### config.mk
export PLATFORM = sky130hd
export DESIGN_NAME = parity_frame_rx
export DESIGN_NICKNAME = d
export VERILOG_FILES = /design/src/rtl/parity_frame_rx_pkg.sv /design/src/rtl/parity_frame_rx_timeout.sv /design/src/rtl/parity_frame_rx.sv
export SDC_FILE = /design/constraint.sdc
export NUM_CORES = 1
export LEC_CHECK = 0
export ABC_AREA = 1
export ABC_CLOCK_PERIOD_IN_PS = 3850
export CAP_MARGIN = 20
export CORE_MARGIN = 8
export CORE_UTILIZATION = 60
export DETAILED_ROUTE_END_ITERATION = 10
export PLACE_DENSITY = 0.94
export RECOVER_POWER = 100
export SLEW_MARGIN = 20
export SYNTH_ARGS = -nofsm -noshare
export SYNTH_HDL_FRONTEND = slang
export SYNTH_SLANG_ARGS = --single-unit
### constraint.sdc
create_clock -name clk -period 3.85 [get_ports clk]
set_input_delay 0.77 -clock clk [delete_from_list [all_inputs] [get_ports clk]]
set_output_delay 0.77 -clock clk [all_outputs]
set_load 0.01 [all_outputs]
### src/rtl/parity_frame_rx_pkg.sv
// Shared constants for the parity frame receive path: FSM encodings and parity modes.
// The parity mode constants are also used by the transmit-side generator.
package parity_frame_rx_pkg;

  typedef enum logic [1:0] {
    IDLE   = 2'd0,
    DATA   = 2'd1,
    PARITY = 2'd2,
    HOLD   = 2'd3
  } state_t;

  localparam logic EVEN = 1'b0;
  localparam logic ODD  = 1'b1;

  // A nonzero result means the received parity bit disagrees with the data.
  function automatic logic parity_err(input logic running, input logic pbit, input logic mode);
    return running ^ pbit ^ mode;
  endfunction

endpackage

### src/rtl/parity_frame_rx_timeout.sv
// Idle timeout counter for frames in progress. It is held clear while disabled or kicked,
// and it pulses expired on the TIMEOUT-th consecutive idle cycle.
module idle_timeout_counter
  import parity_frame_rx_pkg::*;
#(
  parameter int TIMEOUT = 16
) (
  input  logic clk,
  input  logic rst_n,
  input  logic enable,
  input  logic kick,
  output logic expired
);

  localparam int CNT_W = $clog2(TIMEOUT + 1);
  localparam logic [CNT_W-1:0] LIMIT = CNT_W'(TIMEOUT);
  localparam logic [CNT_W-1:0] LAST  = CNT_W'(TIMEOUT - 1);

  logic [CNT_W-1:0] cnt;

  function automatic logic [CNT_W-1:0] sat_inc(input logic [CNT_W-1:0] v);
    return (v == LIMIT) ? v : v + CNT_W'(1);
  endfunction

  always_ff @(posedge clk) begin
    if (!rst_n || !enable || kick) begin
      cnt <= '0;
    end else begin
      cnt <= sat_inc(cnt);
    end
  end

  // Combinational so the parent can register the abort on the same edge the count reaches TIMEOUT.
  assign expired = enable & ~kick & (cnt == LAST);

endmodule

### src/rtl/parity_frame_rx.sv
// Serial parity-checked frame receiver: start bit, DATA_W bits LSB first, then one parity bit.
// The word is presented on a valid/ready handshake, and stalled partial frames are aborted.
module parity_frame_rx
  import parity_frame_rx_pkg::*;
#(
  parameter int DATA_W     = 8,
  parameter int ODD_PARITY = 0,
  parameter int TIMEOUT    = 16
) (
  input  logic              clk,
  input  logic              rst_n,
  input  logic              bit_in,
  input  logic              bit_valid,
  output logic [DATA_W-1:0] out_data,
  output logic              out_par_err,
  output logic              out_valid,
  input  logic              out_ready,
  output logic              frame_abort,
  output logic              overrun,
  output logic              busy
);

  localparam int CNT_W = $clog2(DATA_W + 1);
  localparam int IDX_W = $clog2(DATA_W);
  localparam logic [CNT_W-1:0] LAST_BIT = CNT_W'(DATA_W - 1);
  localparam logic PAR_MODE = (ODD_PARITY != 0) ? ODD : EVEN;

  state_t            state, state_next;
  logic [CNT_W-1:0]  bit_cnt, bit_cnt_next;
  logic              run_par, run_par_next;
  logic [DATA_W-1:0] shift_reg, shift_next;
  logic [DATA_W-1:0] data_next;
  logic              err_next, valid_next, abort_next, overrun_next;
  logic              timeout_en, expired;

  assign timeout_en = (state == DATA) || (state == PARITY);

  idle_timeout_counter #(
    .TIMEOUT (TIMEOUT)
  ) u_timeout (
    .clk     (clk),
    .rst_n   (rst_n),
    .enable  (timeout_en),
    .kick    (bit_valid),
    .expired (expired)
  );

  always_comb begin
    state_next   = state;
    bit_cnt_next = bit_cnt;
    run_par_next = run_par;
    shift_next   = shift_reg;
    data_next    = out_data;
    err_next     = out_par_err;
    valid_next   = out_valid;
    abort_next   = 1'b0;
    overrun_next = 1'b0;

    case (state)
      IDLE: begin
        if (bit_valid && bit_in) begin
          state_next   = DATA;
          bit_cnt_next = '0;
          run_par_next = 1'b0;
          shift_next   = '0;
        end
      end
      DATA: begin
        if (bit_valid) begin
          shift_next[bit_cnt[IDX_W-1:0]] = bit_in;
          run_par_next = run_par ^ bit_in;
          bit_cnt_next = bit_cnt + CNT_W'(1);
          if (bit_cnt == LAST_BIT) state_next = PARITY;
        end else if (expired) begin
          abort_next = 1'b1;
          shift_next = '0;
          state_next = IDLE;
        end
      end
      PARITY: begin
        if (bit_valid) begin
          data_next  = shift_reg;
          err_next   = parity_err(run_par, bit_in, PAR_MODE);
          valid_next = 1'b1;
          state_next = HOLD;
        end else if (expired) begin
          abort_next = 1'b1;
          shift_next = '0;
          state_next = IDLE;
        end
      end
      HOLD: begin
        // Anything arriving while a word is held is lost, even on the handshake cycle.
        overrun_next = bit_valid;
        if (out_ready) begin
          valid_next = 1'b0;
          state_next = IDLE;
        end
      end
      default: state_next = IDLE;
    endcase
  end

  always_ff @(posedge clk) begin
    if (!rst_n) begin
      state       <= IDLE;
      out_valid   <= 1'b0;
      frame_abort <= 1'b0;
      overrun     <= 1'b0;
      busy        <= 1'b0;
    end else begin
      state       <= state_next;
      out_valid   <= valid_next;
      frame_abort <= abort_next;
      overrun     <= overrun_next;
      busy        <= (state_next != IDLE);
    end
  end

  always_ff @(posedge clk) begin
    if (!rst_n) begin
      bit_cnt     <= '0;
      run_par     <= 1'b0;
      shift_reg   <= '0;
      out_data    <= '0;
      out_par_err <= 1'b0;
    end else begin
      bit_cnt     <= bit_cnt_next;
      run_par     <= run_par_next;
      shift_reg   <= shift_next;
      out_data    <= data_next;
      out_par_err <= err_next;
    end
  end

endmodule

==> flow_summary_export.csv <==
group,metric,value,unit
synthesis,synth_top_family_by_area,"simple AND/OR/NAND/NOR gates",
die,core_area,2730,um2
worst_hold_path,hold_path.class,"reg2reg",
cells_and_area,final_area,1920,um2
placement,gp_congestion,0.876,
sta,worst_slew_pin_slew,0.558,ns
sta,max_slew_margin,0.626,
cts,cts_root_buf,"clkbuf_4",
placement,dp_hpwl,2.54,mm
sta,rsz0062_at_grt,"false",
global_route,grt_pass1_vias,1460,
outcome,status,"completed",
synthesis,synth-compound-area-share,0.110,
detailed_routing,drtIter0Drc,96,
global_route,antenna_found_initial,0,
cells_and_area,num-nets-final,268,
setup_path,crit_path_end_kind,"register",
sta,slew_viol_final,0,
cts,cts.sinks,33,
setup_path,cpPeakStageDelay,0.61,ns
cts,cts-hold-fix-buffers,0,
die,die_y,69.5,um
synthesis,synth.mux.area_fraction,0,
cts,cts_tree,"done",
setup_path,critPathMostFrequentCell,"nand2_1",
sta,layout_worst_path_cycle_share,0.663,
synthesis,yosysUniqueCellTypes,30,
sta,fmax,392,MHz
global_route,grt_pass1_wl,6.24,mm
cells_and_area,n_fill_cell,233,
sta,setup_viol,0,
synthesis,syn_inst,237,
cells_and_area,multi_input_area,863,um2
detailed_routing,vias,1524,
setup_path,crit_slowest_cell,"dlygate4sd3_1",
synthesis,ys_ff_latch,33,
die,start_util,0.627,
setup_path,crit_chain,"dlygate4sd3_1 > nand2_1 > nand3_1 > nor2_1 > nand2_1 > a21oi_1",
cts,clockBufferDepth,2,
sta,hold_violations,0,
cells_and_area,final_util,0.701,
cells_and_area,register_area,661,um2
synthesis,synth_area_per_cell,7.23,um2
synthesis,synth_fa_ha_area_frac,0.0584,
synthesis,syn_nets,250,
power,finalPower,772,uW
cells_and_area,antennaDiodeCount,0,
global_route,grt.total_usage,0.155,
detailed_routing,drtAntennaViolNets,0,
placement,placed_cells,279,
power,p_leak,0.000837,uW
detailed_routing,wirelength,3.56,mm
cts,ctsResizeCount,0,
sta,fin_skew,0.00625,ns
detailed_routing,drt-pass1-iter-count,4,
power,p_per_area,403,nW/um2
synthesis,synthSimpleGateAreaFrac,0.346,
cells_and_area,layout.cells.non_filler,287,
synthesis,ys_seq_area_frac,0.385,
cts,htreeDepth,2,
setup_path,crit_arrival,2.82,ns
sta,period_needed,2.55,ns
detailed_routing,wl_per_cell,12.4,um
synthesis,synth-xor-area-share,0.0204,
cts,cts_setup_buffers,0,
die,ios,18,
die,die_area,4820,um2
detailed_routing,drcViolationCount,0,
cells_and_area,area_delta_synth_final,11.8,%
setup_path,crit_type,"in2reg",
placement,dpl-instance-area,1880,um2
setup_path,worstPathMaxFanout,10,
die,num_rows,19,
setup_path,critPathLaunchType,"input port",
sta,finalSetupTns,0,ns
global_route,grt_overflow,0,
cells_and_area,layout-drive-gt1-share,0.0508,
detailed_routing,viasPerCell,5.31,
die,die_w,69.5,um
synthesis,synth.cell_area,1710,um2
run,max_cap_violations,0,
setup_path,required,4.12,ns
cts,clk_pin_slew,0.09,ns
global_route,grt_max_degree,15,
placement,io_buffers,17,
synthesis,synth_warnings,0,
cts,clk_latency,0.35,ns
cts,cts_made_buffers,5,
power,ir_drop,357,uV
[placed cells by master, fill, tap and decap left out, types with 3 or more instances in the layout]
master         count
nand2_1           65
dfxtp_1           33
nor2_1            27
inv_1             24
nand3_1           15
o21ai_0           15
dlygate4sd3_1     15
a21oi_1           14
ha_1               8
nor3_1             7
nand4_1            7
clkbuf_4           5
xor2_1             3
[metrics by stage]
stage	hold WS, ns	worst slack (ns)
after floorplan	0.440	2.33
after global placement	0.452	1.32
after detailed placement	0.456	1.28
after CTS	0.471	1.59
after global routing	0.484	1.13
final	0.478	1.30
[critical path: cells and delay by family]
kind	cells	cell delay, ns
and+or+nand+nor	4	1.28
buffers and inverters	1	0.61
AOI/OAI and AO/OA	1	0.15
[cells by family (layout without fill, tap and decap cells)]
group | after synthesis | count (layout)
simple gates | 126 | 126
compound gates | 34 | 34
flops | 33 | 33
buf+inv | 32 | 51
fa+ha+maj | 8 | 8
xor+xnor | 4 | 4
[area by class of cell]
cell class,count,share of cell area
inverter,26,0.0509
timing repair buffer,17,0.0888
sequential,33,0.345
clock inverter,1,0.0157
clock buffer,7,0.0287
tap,31,0.0202
multi-input combinational,172,0.451
[cells in the mapped netlist]
cell type | instances | area (um2)
nor3_1 | 7 | 35.0
buf_1 | 1 | 3.75
nor3b_2 | 1 | 12.5
ha_1 | 8 | 100
o21ai_2 | 1 | 8.76
a21oi_2 | 1 | 8.76
nand3_1 | 13 | 65.1
nor2_1 | 26 | 97.6
clkinv_1 | 1 | 3.75
nor2_8 | 1 | 20.0
nand3_4 | 2 | 35.0
o211ai_1 | 1 | 7.51
buf_2 | 1 | 5.00
a21boi_0 | 1 | 7.51
xnor2_1 | 1 | 8.76
dfxtp_1 | 33 | 661
xor2_1 | 3 | 26.3
nand4_1 | 7 | 43.8
a21oi_1 | 13 | 65.1
nand2_4 | 2 | 22.5
o21ai_0 | 14 | 70.1
o21ai_1 | 1 | 5.00
inv_2 | 1 | 3.75
buf_4 | 4 | 30.0
nand2_1 | 63 | 236
a311oi_1 | 1 | 8.76
nand2_2 | 3 | 18.8
inv_1 | 24 | 90.1
a211oi_1 | 1 | 7.51
nor2_2 | 1 | 6.26
[final timing paths]
check                                 from                            end  slack [ns]  cells after the start
max reg2reg            state[0]$_SDFF_PN0_      shift_reg[2]$_SDFFE_PN0P_        1.62                      7
min          u_timeout.cnt[2]$_SDFFE_PP0P_  u_timeout.cnt[2]$_SDFFE_PP0P_        0.48                      2
max                              bit_valid      shift_reg[2]$_SDFFE_PN0P_        1.30                      6
min reg2reg  u_timeout.cnt[2]$_SDFFE_PP0P_  u_timeout.cnt[2]$_SDFFE_PP0P_        0.48                      2
[report_power, final]
| part | total [uW] | switching, uW | internal (uW) | leakage (uW) |
|---|---|---|---|---|
| Sequential | 372 | 19.9 | 352 | 0.000267 |
| Clock | 271 | 116 | 155 | 0.0000455 |
| Combinational | 129 | 87.3 | 42.1 | 0.000525 |
[per-layer routing]
| layer | GRT usage | vias to the layer above | wire [um] |
|---|---|---|---|
| met5 | 0 | - | 0 |
| met4 | 0.0979 | 0 | 89 |
| met3 | 0.0529 | 11 | 244 |
| met2 | 0.256 | 44 | 1650 |
| met1 | 0.164 | 667 | 1570 |
| li1 | - | 802 | - |
Note: power is estimated with default switching activity, not from simulation.
